**config.mk**
```make
export PLATFORM = sky130hd
export DESIGN_NAME = mul_final_adder
export DESIGN_NICKNAME = d
export VERILOG_FILES = /design/src/rtl/mul_final_adder.sv
export SDC_FILE = /design/constraint.sdc
export NUM_CORES = 1
export LEC_CHECK = 0
export BUFFER_PORTS_ARGS = -buffer_cell sky130_fd_sc_hd__buf_4
export CORE_ASPECT_RATIO = 2
export CORE_UTILIZATION = 51
export CTS_CLUSTER_DIAMETER = 120
export DETAILED_ROUTE_END_ITERATION = 6
export PLACE_DENSITY = 0.87
export SYNTH_ARGS = -nofsm -noshare
export SYNTH_HDL_FRONTEND = slang
export SYNTH_SLANG_ARGS = --single-unit
```
**constraint.sdc**
```tcl
create_clock -name clk -period 3.2 [get_ports clk]
set_clock_uncertainty 0.05 [all_clocks]
set_input_delay 0.64 -clock clk [delete_from_list [all_inputs] [get_ports clk]]
set_output_delay 0.64 -clock clk [all_outputs]
set_load 0.03 [all_outputs]
```
**src/rtl/mul_final_adder.sv**
```systemverilog
// mul_final_adder: two-stage pipelined carry-propagate adder that resolves the Wallace
// tree's sum/carry rows and selects the RV32M product half for the requested opcode.
module mul_final_adder #(
  parameter int TAG_W = 5
) (
  input  logic             clk,
  input  logic             rst_n,
  input  logic             in_valid,
  output logic             in_ready,
  input  logic [63:0]      in_sum,
  input  logic [63:0]      in_carry,
  input  logic [1:0]       in_op,
  input  logic [TAG_W-1:0] in_tag,
  input  logic             flush,
  output logic             out_valid,
  input  logic             out_ready,
  output logic [31:0]      out_result,
  output logic [TAG_W-1:0] out_tag
);
  logic             a_valid_q, a_valid_d, b_valid_q, b_valid_d;
  logic [32:0]      lo_q, lo_d;
  logic [31:0]      sum_hi_q, sum_hi_d, carry_hi_q, carry_hi_d, result_q, result_d, hi;
  logic [1:0]       op_q, op_d;
  logic [TAG_W-1:0] a_tag_q, a_tag_d, tag_q, tag_d;
  logic             a_load, b_load;
  always_comb begin
    b_load     = !b_valid_q | out_ready;
    a_load     = !a_valid_q | b_load;
    in_ready   = a_load & !flush;
    hi         = sum_hi_q + carry_hi_q + {31'd0, lo_q[32]};
    b_valid_d  = flush ? 1'b0 : (b_load ? a_valid_q : b_valid_q);
    a_valid_d  = flush ? 1'b0 : (a_load ? in_valid & in_ready : a_valid_q);
    lo_d       = a_load ? {1'b0, in_sum[31:0]} + {1'b0, in_carry[31:0]} : lo_q;
    sum_hi_d   = a_load ? in_sum[63:32] : sum_hi_q;
    carry_hi_d = a_load ? in_carry[63:32] : carry_hi_q;
    op_d       = a_load ? in_op : op_q;
    a_tag_d    = a_load ? in_tag : a_tag_q;
    result_d   = b_load ? (op_q == 2'b00 ? lo_q[31:0] : hi) : result_q;
    tag_d      = b_load ? a_tag_q : tag_q;
  end
  always_ff @(posedge clk or negedge rst_n) begin
    if (!rst_n) begin
      a_valid_q  <= 1'b0;
      b_valid_q  <= 1'b0;
      lo_q       <= '0;
      sum_hi_q   <= '0;
      carry_hi_q <= '0;
      op_q       <= '0;
      a_tag_q    <= '0;
      result_q   <= '0;
      tag_q      <= '0;
    end else begin
      a_valid_q  <= a_valid_d;
      b_valid_q  <= b_valid_d;
      lo_q       <= lo_d;
      sum_hi_q   <= sum_hi_d;
      carry_hi_q <= carry_hi_d;
      op_q       <= op_d;
      a_tag_q    <= a_tag_d;
      result_q   <= result_d;
      tag_q      <= tag_d;
    end
  end
  assign out_valid  = b_valid_q;
  assign out_result = result_q;
  assign out_tag    = tag_q;
endmodule

```
==> results.md <==
- Final Setup Violations: 0
- Routed WL: 27.33 mm
- Vias per cell: 5.936
- Adder-cell share of the synthesized area: 0.09274
- Status: finished clean
- Fin Hold WS: between 0.15 and 0.2 ns
- Worst reg2reg path startpoint: lo_q[32]
- Final net count: 1471
- Worst skew pair latency: around 0.44 ns
- Startpoint types: flop
- Overflow after GRT: 0
- Max Used Layer: met4
- TritonRoute pass-1 iters: 6
- Crit path cell chain: fa_1, fa_2, a21oi_2, buf_4, nor3_1, o31ai_2, nand3b_1, a221oi_2, o21ai_0, and3_1, nor3_1
- DP Cell Count: 1455
- RSZ-0062 raised after global routing: false
- Leakage: 5.494 nW
- Final Wtd Congestion: between 0.9 and 1
- Post-synth EDFFs: 0
- CTS tree: yes
- WP buf/inv: 1
- Post-synth ARST share: 1.000
- Synth-to-Final Area Change: 24.05%
- Ports: approximately 180
- Hold WC Path Type: input port to async pin
- Die X: approximately 96 µm
- Most common cell after layout, fill and taps aside: nand2_1
- Clk sinks: approximately 140
- DP Wirelength: 21.12 mm
- Met3 wire len: ~1.3 mm
- Initial antenna violation count: 0
- Share of the synthesized area in the top cell type: 0.3971
- Syn_area_per_cell: between 8 and 9 µm²
- Core ar.: roughly 17000 µm²
- Mapped Cells: 1102
- Non-Filler Instances: 1489
- Slowest stage cell on the critical path: fa_1
- DRT antenna net count: 0
- Remaining DRCs: 0
- #FFs+latches synth: between 100 and 150
- Commonest cells after routing, fill and taps aside: 318 x nand2_1, 199 x buf_4, 143 x dfrtp_1, 102 x a21oi_1, 78 x nor2_1
- I/O Buffers: ~180
- Std cell rows: just under 70
- Seq/Total Area, Yosys: 0.3971
- Worst Path Max Fanout: 3
- First-pass GRT wire length: approximately 42 mm
- Setup WS post-layout: 0.1705 ns
- Post-place setup slack: -0.06293 ns
- Die H: 190.0 µm
- Fin. Hold Viols: 0
- Post-synthesis cell type count: 66
- Vias in the first global route: ~8600
- Worst EP arrival: 3.34 ns
- Clock Tree Buf Depth: 2
- DR vias: just under 9000
- Reg2reg end: out_result[28]
- Req. time, crit path: roughly 3.5 ns
- Met2 wire length: around 15 mm
- Xor/xnor share of the synthesized area: 0.04276
- Syn nets: approximately 1300
- Initial DRC count: about 560
- Share of cells above drive strength 1: 0.2009
- Largest net degree at the start of global routing: 104
- Clock-pin slew on the worst setup and hold paths: ~0.060 ns
- Rel. slew slack: 0.4926
- Shortest period the worst path allows: 3.029 ns
- Final slew viol count: 0
- Max Fclk: ~330 MHz
- Simple-gate share of the synthesized area: 0.2268
- CP top delay family: adder cells
- Area contributors post-synth: dfrtp_1 40%, nand2_1 13%, ha_1 8.6%, a21oi_1 5.8%, nor2_1 3.2%
- Reg-to-reg slack, setup: about 0.17 ns
- Largest family of logic cells by synthesized area: simple AND/OR/NAND/NOR gates
- Ys flop type: dfrtp_1
- Critical Path Most Common Cell: nor3_1
- Yosys warns: 0
- R2r worst-path depth: 11
- Htree depth: 4
- Slew @ Worst Pin: approximately 0.74 ns
- CTS Hold Buffers Added: 0
- Compound-gate portion of the synthesized area: 0.1976
- GRT Resource Usage Total: 0.3102
- Nature of the critical path endpoint: flop
- Max stage delay on crit path: 0.48 ns
- Initial Util: 0.5218
- Cell taking the most area after synthesis: dfrtp_1
- Number of diodes: 0
- CTS root buf: clkbuf_16
- Die area: approximately 18000 µm²
- PD cells: 544.1 nW/µm²
- Num CTS Buffers: 17
- Syn Std Cell Area: 9012 µm²
- Worst setup path class: flop to flop
- Post-Route M1 WL: 9.307 mm
- WL/cell: 18.36 µm
- Max-cap violation count: 0
- Max IR drop VDD: roughly 0.4 mV
- Mux cell area share after synthesis: 0.008885
- Crit share post-route: 0.9467
==> kinds of logic after synthesis <==
group | after synthesis
muxes | 8
adders and majority gates | 65
DFF | 143
xor gates and xnor gates | 44
AOI/OAI and AO/OA | 285
buffers and inverters | 70
and+or+nand+nor | 487
==> power by group <==
part / leakage [nW] / switching, W / internal, W / total (W)
Combinational: 3.54 / 0.00108 / 0.000740 / 0.00182
Clock: 0.279 / 0.000810 / 0.00119 / 0.00200
Sequential: 1.67 / 0.000202 / 0.00206 / 0.00226
==> area by class of cell <==
cell class / count / area (µm²)
Inverter: 13 / 48.80
Clock inverter: 12 / 135.1
Fill cell: 1448 / 6092
Timing Repair Buffer: 202 / 1545
Multi-Input combinational cell: 889 / 5152
Sequential cell: 143 / 3578
Tap cell: 210 / 262.8
Clock buffer: 20 / 456.7
==> stage by stage <==
| stage | instance area, µm² | TNS [ns] | utilization | total power, W |
|---|---|---|---|---|
| 2_1_floorplan | 9012 | 0 | - | 0.003316 |
| 3_3_place_gp | 10560 | 0 | 0.6113 | 0.004031 |
| 3_5_place_dp | 10560 | -0.06293 | 0.6113 | 0.004064 |
| 4_1_cts | 11160 | 0 | 0.6460 | 0.006059 |
| 5_1_grt | 11180 | 0 | 0.6473 | 0.006317 |
| 6_report | 11180 | 0 | 0.6473 | 0.006082 |
==> per-layer routing <==
layer / vias to the layer above / global-route usage
met5: - / 0
met1: 4201 / 0.3060
met3: 118 / 0.03997
met4: 0 / 0.2273
li1: 4160 / -
met2: 360 / 0.5668
==> synth_stat cells (4+ instances only) <==
| cell type | number |
|---|---|
| ha_1 | 62 |
| and3_1 | 7 |
| o31ai_1 | 4 |
| nor3_1 | 16 |
| xor2_1 | 20 |
| nand2_1 | 319 |
| o22ai_1 | 10 |
| a31oi_1 | 11 |
| nor2b_1 | 4 |
| nand2b_1 | 8 |
| a22oi_1 | 4 |
| clkbuf_1 | 44 |
| nand3_1 | 9 |
| a211oi_1 | 7 |
| dfrtp_1 | 143 |
| o21ai_1 | 5 |
| buf_2 | 5 |
| o21a_1 | 5 |
| mux2i_1 | 8 |
| or3_1 | 9 |
| a21oi_1 | 104 |
| xnor2_1 | 24 |
| nand4_1 | 19 |
| a21o_1 | 29 |
| o21bai_1 | 11 |
| nor2_1 | 78 |
| inv_1 | 13 |
| o21ai_0 | 54 |
| o211ai_1 | 8 |
==> registers in the layout, indices dropped and copies added, names as in the netlist <==
| register | flops |
|---|---|
| a_valid_q | 1 |
| carry_hi_q | 32 |
| out_valid | 1 |
| out_result | 32 |
| lo_q | 33 |
| a_tag_q | 5 |
| sum_hi_q | 32 |
| out_tag | 5 |
| op_q | 2 |
==> how the worst max path moves through the flow <==
stage	start	to	depth (start not counted)
finish	lo_q[32]	out_result[28]	11
floorplan	lo_q[32]	out_result[30]	10
detailed placement	lo_q[32]	out_result[28]	11
global route	lo_q[32]	out_result[30]	10
CTS	lo_q[32]	out_result[28]	11
global placement	in_sum[0]	lo_q[26]	11
==> repair_timing <==
action	CTS	global route
buffers inserted	1	1
setup endpoints to repair	2	6
gates resized for setup	0	5
pin swaps	3	2
Power figures use the tool's default switching activity.
